`src/rtl/vend_countdown_if.sv`:
```
// Signal bundle between the vending FSM (master) and the transaction countdown timer (slave).
// The 1 Hz square wave c_e from the divider also travels in this bundle.
interface vend_countdown_if #(
  parameter int WIDTH = 8
);
  logic             c_e;
  logic             start;
  logic [WIDTH-1:0] load_val;
  logic             pause;
  logic             cancel;
  logic [WIDTH-1:0] secs_left;
  logic             busy;
  logic             expired;
  logic             tick;

  modport master (
    output c_e, start, load_val, pause, cancel,
    input  secs_left, busy, expired, tick
  );

  modport slave (
    input  c_e, start, load_val, pause, cancel,
    output secs_left, busy, expired, tick
  );
endinterface

```
`src/rtl/vend_countdown.sv`:
```
// Seconds countdown for the vending transaction timeout: turns each c_e rising edge into a tick,
// counts a loaded value down to zero and pulses expired for one cycle; supports restart, pause and cancel.
module vend_countdown #(
  parameter int WIDTH = 8
) (
  input  logic                  clk,
  input  logic                  clr_n,
  vend_countdown_if.slave       bus
);

  typedef enum logic [1:0] {
    IDLE,
    RUN,
    PAUSED,
    DONE
  } state_t;

  state_t           state;
  state_t           state_next;
  logic [WIDTH-1:0] secs_q;
  logic [WIDTH-1:0] secs_next;
  logic             c_e_q;
  logic             tick_q;
  logic             rise;

  assign rise = bus.c_e & ~c_e_q;

  // NOTE: sequential state uses non-blocking assignments so every register samples pre-edge values.
  always_ff @(posedge clk or negedge clr_n) begin
    if (!clr_n) begin
      state  <= IDLE;
      secs_q <= '0;
      c_e_q  <= 1'b0;
      tick_q <= 1'b0;
    end else begin
      state  <= state_next;
      secs_q <= secs_next;
      c_e_q  <= bus.c_e;
      tick_q <= rise;
    end
  end

  // Priority: cancel over start over pause over rise.
  always_comb begin
    // NOTE: hold-current defaults first, so no path through this block can infer a latch.
    state_next = state;
    secs_next  = secs_q;
    if (bus.cancel) begin
      state_next = IDLE;
      secs_next  = '0;
    end else if (bus.start) begin
      secs_next  = bus.load_val;
      state_next = (bus.load_val == '0) ? DONE : RUN;
    end else begin
      unique case (state)
        IDLE: begin
          state_next = IDLE;
        end
        RUN: begin
          if (bus.pause) begin
            state_next = PAUSED;
          end else if (rise) begin
            // A count of 1 goes straight to DONE, so the decrement can never wrap.
            if (secs_q == WIDTH'(1)) begin
              state_next = DONE;
              secs_next  = '0;
            end else begin
              secs_next = secs_q - WIDTH'(1);
            end
          end
        end
        PAUSED: begin
          // Edges seen while paused are dropped, not queued.
          if (!bus.pause) state_next = RUN;
        end
        DONE: begin
          state_next = IDLE;
        end
        default: begin
          state_next = IDLE;
        end
      endcase
    end
  end

  assign bus.secs_left = secs_q;
  assign bus.busy      = (state == RUN) || (state == PAUSED);
  assign bus.expired   = (state == DONE);
  assign bus.tick      = tick_q;

endmodule

```
`src/flat_wrapper.sv`:
```
// flat-port wrapper written by rule: the top's interface ports become plain ports
module vend_countdown_flat 
#(
  parameter int WIDTH = 8
)
  (clk, clr_n, bus_c_e, bus_start, bus_load_val, bus_pause, bus_cancel, bus_secs_left, bus_busy, bus_expired, bus_tick);
  vend_countdown_if #(.WIDTH(WIDTH)) bus_i ();
  input  logic clk;
  input  logic clr_n;
  input wire logic [$bits(bus_i.c_e)-1:0] bus_c_e;
  input wire logic [$bits(bus_i.start)-1:0] bus_start;
  input wire logic [$bits(bus_i.load_val)-1:0] bus_load_val;
  input wire logic [$bits(bus_i.pause)-1:0] bus_pause;
  input wire logic [$bits(bus_i.cancel)-1:0] bus_cancel;
  output wire logic [$bits(bus_i.secs_left)-1:0] bus_secs_left;
  output wire logic [$bits(bus_i.busy)-1:0] bus_busy;
  output wire logic [$bits(bus_i.expired)-1:0] bus_expired;
  output wire logic [$bits(bus_i.tick)-1:0] bus_tick;
  assign bus_i.c_e = bus_c_e;
  assign bus_i.start = bus_start;
  assign bus_i.load_val = bus_load_val;
  assign bus_i.pause = bus_pause;
  assign bus_i.cancel = bus_cancel;
  assign bus_secs_left = bus_i.secs_left;
  assign bus_busy = bus_i.busy;
  assign bus_expired = bus_i.expired;
  assign bus_tick = bus_i.tick;
  vend_countdown #(.WIDTH(WIDTH)) u_core (.clk(clk), .clr_n(clr_n), .bus(bus_i));
endmodule
```
`config.mk`:
```
export PLATFORM = sky130hd
export DESIGN_NAME = vend_countdown_flat
export DESIGN_NICKNAME = d
export VERILOG_FILES = /design/src/rtl/vend_countdown_if.sv /design/src/rtl/vend_countdown.sv /design/src/flat_wrapper.sv
export SDC_FILE = /design/constraint.sdc
export NUM_CORES = 1
export LEC_CHECK = 0
export CAP_MARGIN = 20
export CORE_ASPECT_RATIO = 0.8
export CORE_UTILIZATION = 45
export DETAILED_ROUTE_END_ITERATION = 7
export GPL_TIMING_DRIVEN = 0
export PLACE_DENSITY = 0.74
export SYNTH_ARGS = -nofsm -noshare
export SYNTH_HDL_FRONTEND = slang
export SYNTH_SLANG_ARGS = --single-unit
```
`constraint.sdc`:
```
create_clock -name clk -period 2.1 [get_ports clk]
set_clock_uncertainty 0.1 [all_clocks]
set_input_delay 0.42 -clock clk [delete_from_list [all_inputs] [get_ports clk]]
set_output_delay 0.42 -clock clk [all_outputs]
set_load 0.03 [all_outputs]
```
==> flow_summary.yaml <==
outcome:
  status: "complete, no violations"
setup_path:
  max_stage_delay_ns: 0.42
  cp-start-kind: "flip-flop"
  cp-end-kind: "flip-flop"
  cp.required_ns: 2.19
  crit_family: "simple AND/OR/NAND/NOR gates"
  crit_top_cell: "a311oi_2"
  critPathArrivalTime_ns: 2.11
  path_max_fanout: 5
  crit_path_cell_trace: "inv_1, ha_1, nor3b_4, a311oi_2, or3b_1, a311oi_2"
  timing.critical_path.slowest_stage_cell: "dfrtp_2"
  crit_buf_inv: 1
  path_class: "reg2reg"
finish:
  diodes: 0
  drive_gt1_share_pct: 15.32
  nets: 145
  syn2layout_area_growth_pct: 40.48
  nFillCells: 134
floorplan:
  rows: 13
  die_h_um: 40.52
  coreArea_um2: 1675
  num_io_pins: 25
  fp.dieW_um: 50.15
  die_area_um2: 2032
  start_util_pct: 49.81
cts:
  insertion_delay_ns: 0.28
  cts_max_path_buffers: 2
  clk_pin_slew_ns: 0.07
  cts_tree: "yes"
  hold_buffers: 0
  htree_num_levels: 1
  numCtsBuffers: 3
  cts_num_sinks: 12
  cts_root_buffer: "clkbuf_4"
routing:
  vias_per_cell: 5.870
  dr.pass1.iters: 4
  route.vias.total: 857
  ant_nets: 0
  drt-initial-drc-count: 22
  wl_per_cell_um: 14.86
  wirelength_mm: 2.170
  drc: 0
global_routing:
  grt_pass1_vias: 735
  grt_pass1_wl_mm: 3.312
  antenna_found_initial: 0
  overflow: 0
  grt_max_degree: 13
  track_usage_pct: 23.23
sta:
  rsz0062_at_grt: "true"
  worst_pin_slew_ns: 0.5348
  fin_crit_sh_pct: 96.48
  fin_crit_ns: 2.026
  setup_viol: 0
  hold-worst-slack_ns: 0.3828
  max_freq_mhz: 493.5
  timing.slew.headroom_pct: 64.07
  hold_viol: 0
  tns_ns: 0
  drv_slew: 0
pwr:
  powerDensity_nw_per_um2: 551.1
  comb_power_share_pct: 33.8
  power_switching_share_pct: 35.13
  clockPowerShare_pct: 24.1
  irDropWorstVdd_mv: 0.3784
  internal-power_uw: 419.1
  seqPwrFrac_pct: 42.1
  p_total_uw: 646.1
  power_switching_uw: 227.0
  power.leakage_uw: 0.0004934
synthesis:
  syn-num-nets: 114
  synth-async-reset-ratio_pct: 100.0
  synth_ff_type: "dfrtp_1"
  synth_warnings: 0
  synth_area_per_cell_um2: 8.878
  synth-edff-count: 0
  synth_seq_area_share_pct: 35.98
  synth_cell_types: 34
  ys_ff_latch: 12
  syn_area_um2: 834.6
  netlist_instances: 94
placed_design:
  dpl.hpwl_mm: 1.617
  gp_congestion: 0.9090
  port_buffers: 23
run:
  maxCapViolCount: 0
hold_path:
  hold_class: "in2async"
## path summary, 6_finish.rpt
kind,startpoint,endpoint,slack (ns),cells past startpoint
worst min register to register,u_core.c_e_q,u_core.bus.tick,0.39,1
worst min-delay path,clr_n,u_core.c_e_q,0.38,1
worst max-delay path,u_core.bus.secs_left[1],u_core.state[1],0.07,6
min in group clk,u_core.c_e_q,u_core.bus.tick,0.39,1
max in group asynchronous,clr_n,u_core.bus.secs_left[1],1.13,1
worst max register to register,u_core.bus.secs_left[1],u_core.state[1],0.07,6
## through the flow
stage	util [%]	instance area [µm²]	cells	worst slack, ns
finish	69.98	1172	146	0.07386
global route	69.98	1172	146	-0.01773
CTS	67.14	1125	143	0.01966
detailed placement	65.27	1094	139	-0.2554
global placement	65.27	1094	139	-0.2246
floorplan	-	835.8	94	0.02899
## what timing repair did
item                                    4_1_cts  5_1_grt
endpoints found under the hold margin         0        0
endpoints found under the setup margin        3        4
setup buffers                                 0        3
pin swaps                                     0        3
gates resized for setup                       3        6
## cells in the mapped netlist, types with 2 or more instances
cell type	count	share of area (%)
clkbuf_1	2	0.90
a21oi_1	5	3.0
ha_1	6	9.0
nor4_1	2	1.5
nand2_1	10	4.5
nor2_1	6	2.7
nand3_1	3	1.8
o21ai_0	3	1.8
nor3_1	2	1.2
nand3b_1	2	1.8
inv_1	11	4.9
dfrtp_1	12	36
a31oi_1	3	2.2
or3_1	3	2.2
a311oi_1	3	3.1
o211ai_1	3	2.7
## kinds of logic after synthesis
group	count (synthesis)	synth area share (%)
fa+ha+maj	6	8.995
buf+inv	13	5.847
simple gates	36	25.79
mux	1	1.199
compound gates	26	22.19
flops	12	35.98
## per-layer routing
layer / vias to the layer above / track usage, % / part of all wire, %
li1: 408 / - / -
met5: - / 0 / 0
met2: 29 / 36.00 / 46
met4: 0 / 7.143 / 0.92
met3: 4 / 8.712 / 6.5
met1: 416 / 30.18 / 46
## cells in the final DEF (no fill, tap or decap), types with 2 or more instances in the layout
master,instances
clkbuf_4,3
inv_1,11
nand3b_1,2
o21ai_0,3
dfrtp_2,2
a31oi_1,3
a311oi_2,2
nor3_1,2
nand3_1,3
o211ai_1,3
ha_1,5
clkdlybuf4s50_1,21
nor2_1,6
buf_4,3
dfrtp_1,10
nor4_1,2
clkbuf_1,3
nand2_1,10
or3_1,3
a21oi_1,5
## worst reg2reg max path: stages (launching register included)
cell      delay, ns
dfrtp_2        0.42
inv_1          0.08
ha_1           0.18
nor3b_4        0.31
a311oi_2       0.16
or3b_1         0.39
a311oi_2       0.28
## layout make-up
type                            instances  area, µm²  share of cell area [%]
Buffer                                  2      7.507                  0.6403
Multi-Input combinational cell         69      513.0                   43.76
Tap cell                               22      27.53                   2.348
Clock buffer                            4      26.28                   2.241
Inverter                               11      41.29                   3.522
Timing Repair Buffer                   26      254.0                   21.67
Sequential cell                        12      302.8                   25.83
## power groups by stage
stage / combinational, µW / clock (µW) / sequential, µW
global route: 237 / 167 / 275
finish: 218 / 156 / 272
floorplan: 91.8 / 0 / 300
detailed placement: 204 / 0 / 276
global placement: 201 / 0 / 275
CTS: 206 / 157 / 273
## registers in the layout, summed over array words and instances, names as in the netlist
name and flops:
u_core.state 2, u_core.bus.tick 1, u_core.bus.secs_left 8, u_core.c_e_q 1
No activity file was read; power rests on OpenSTA's default activity.
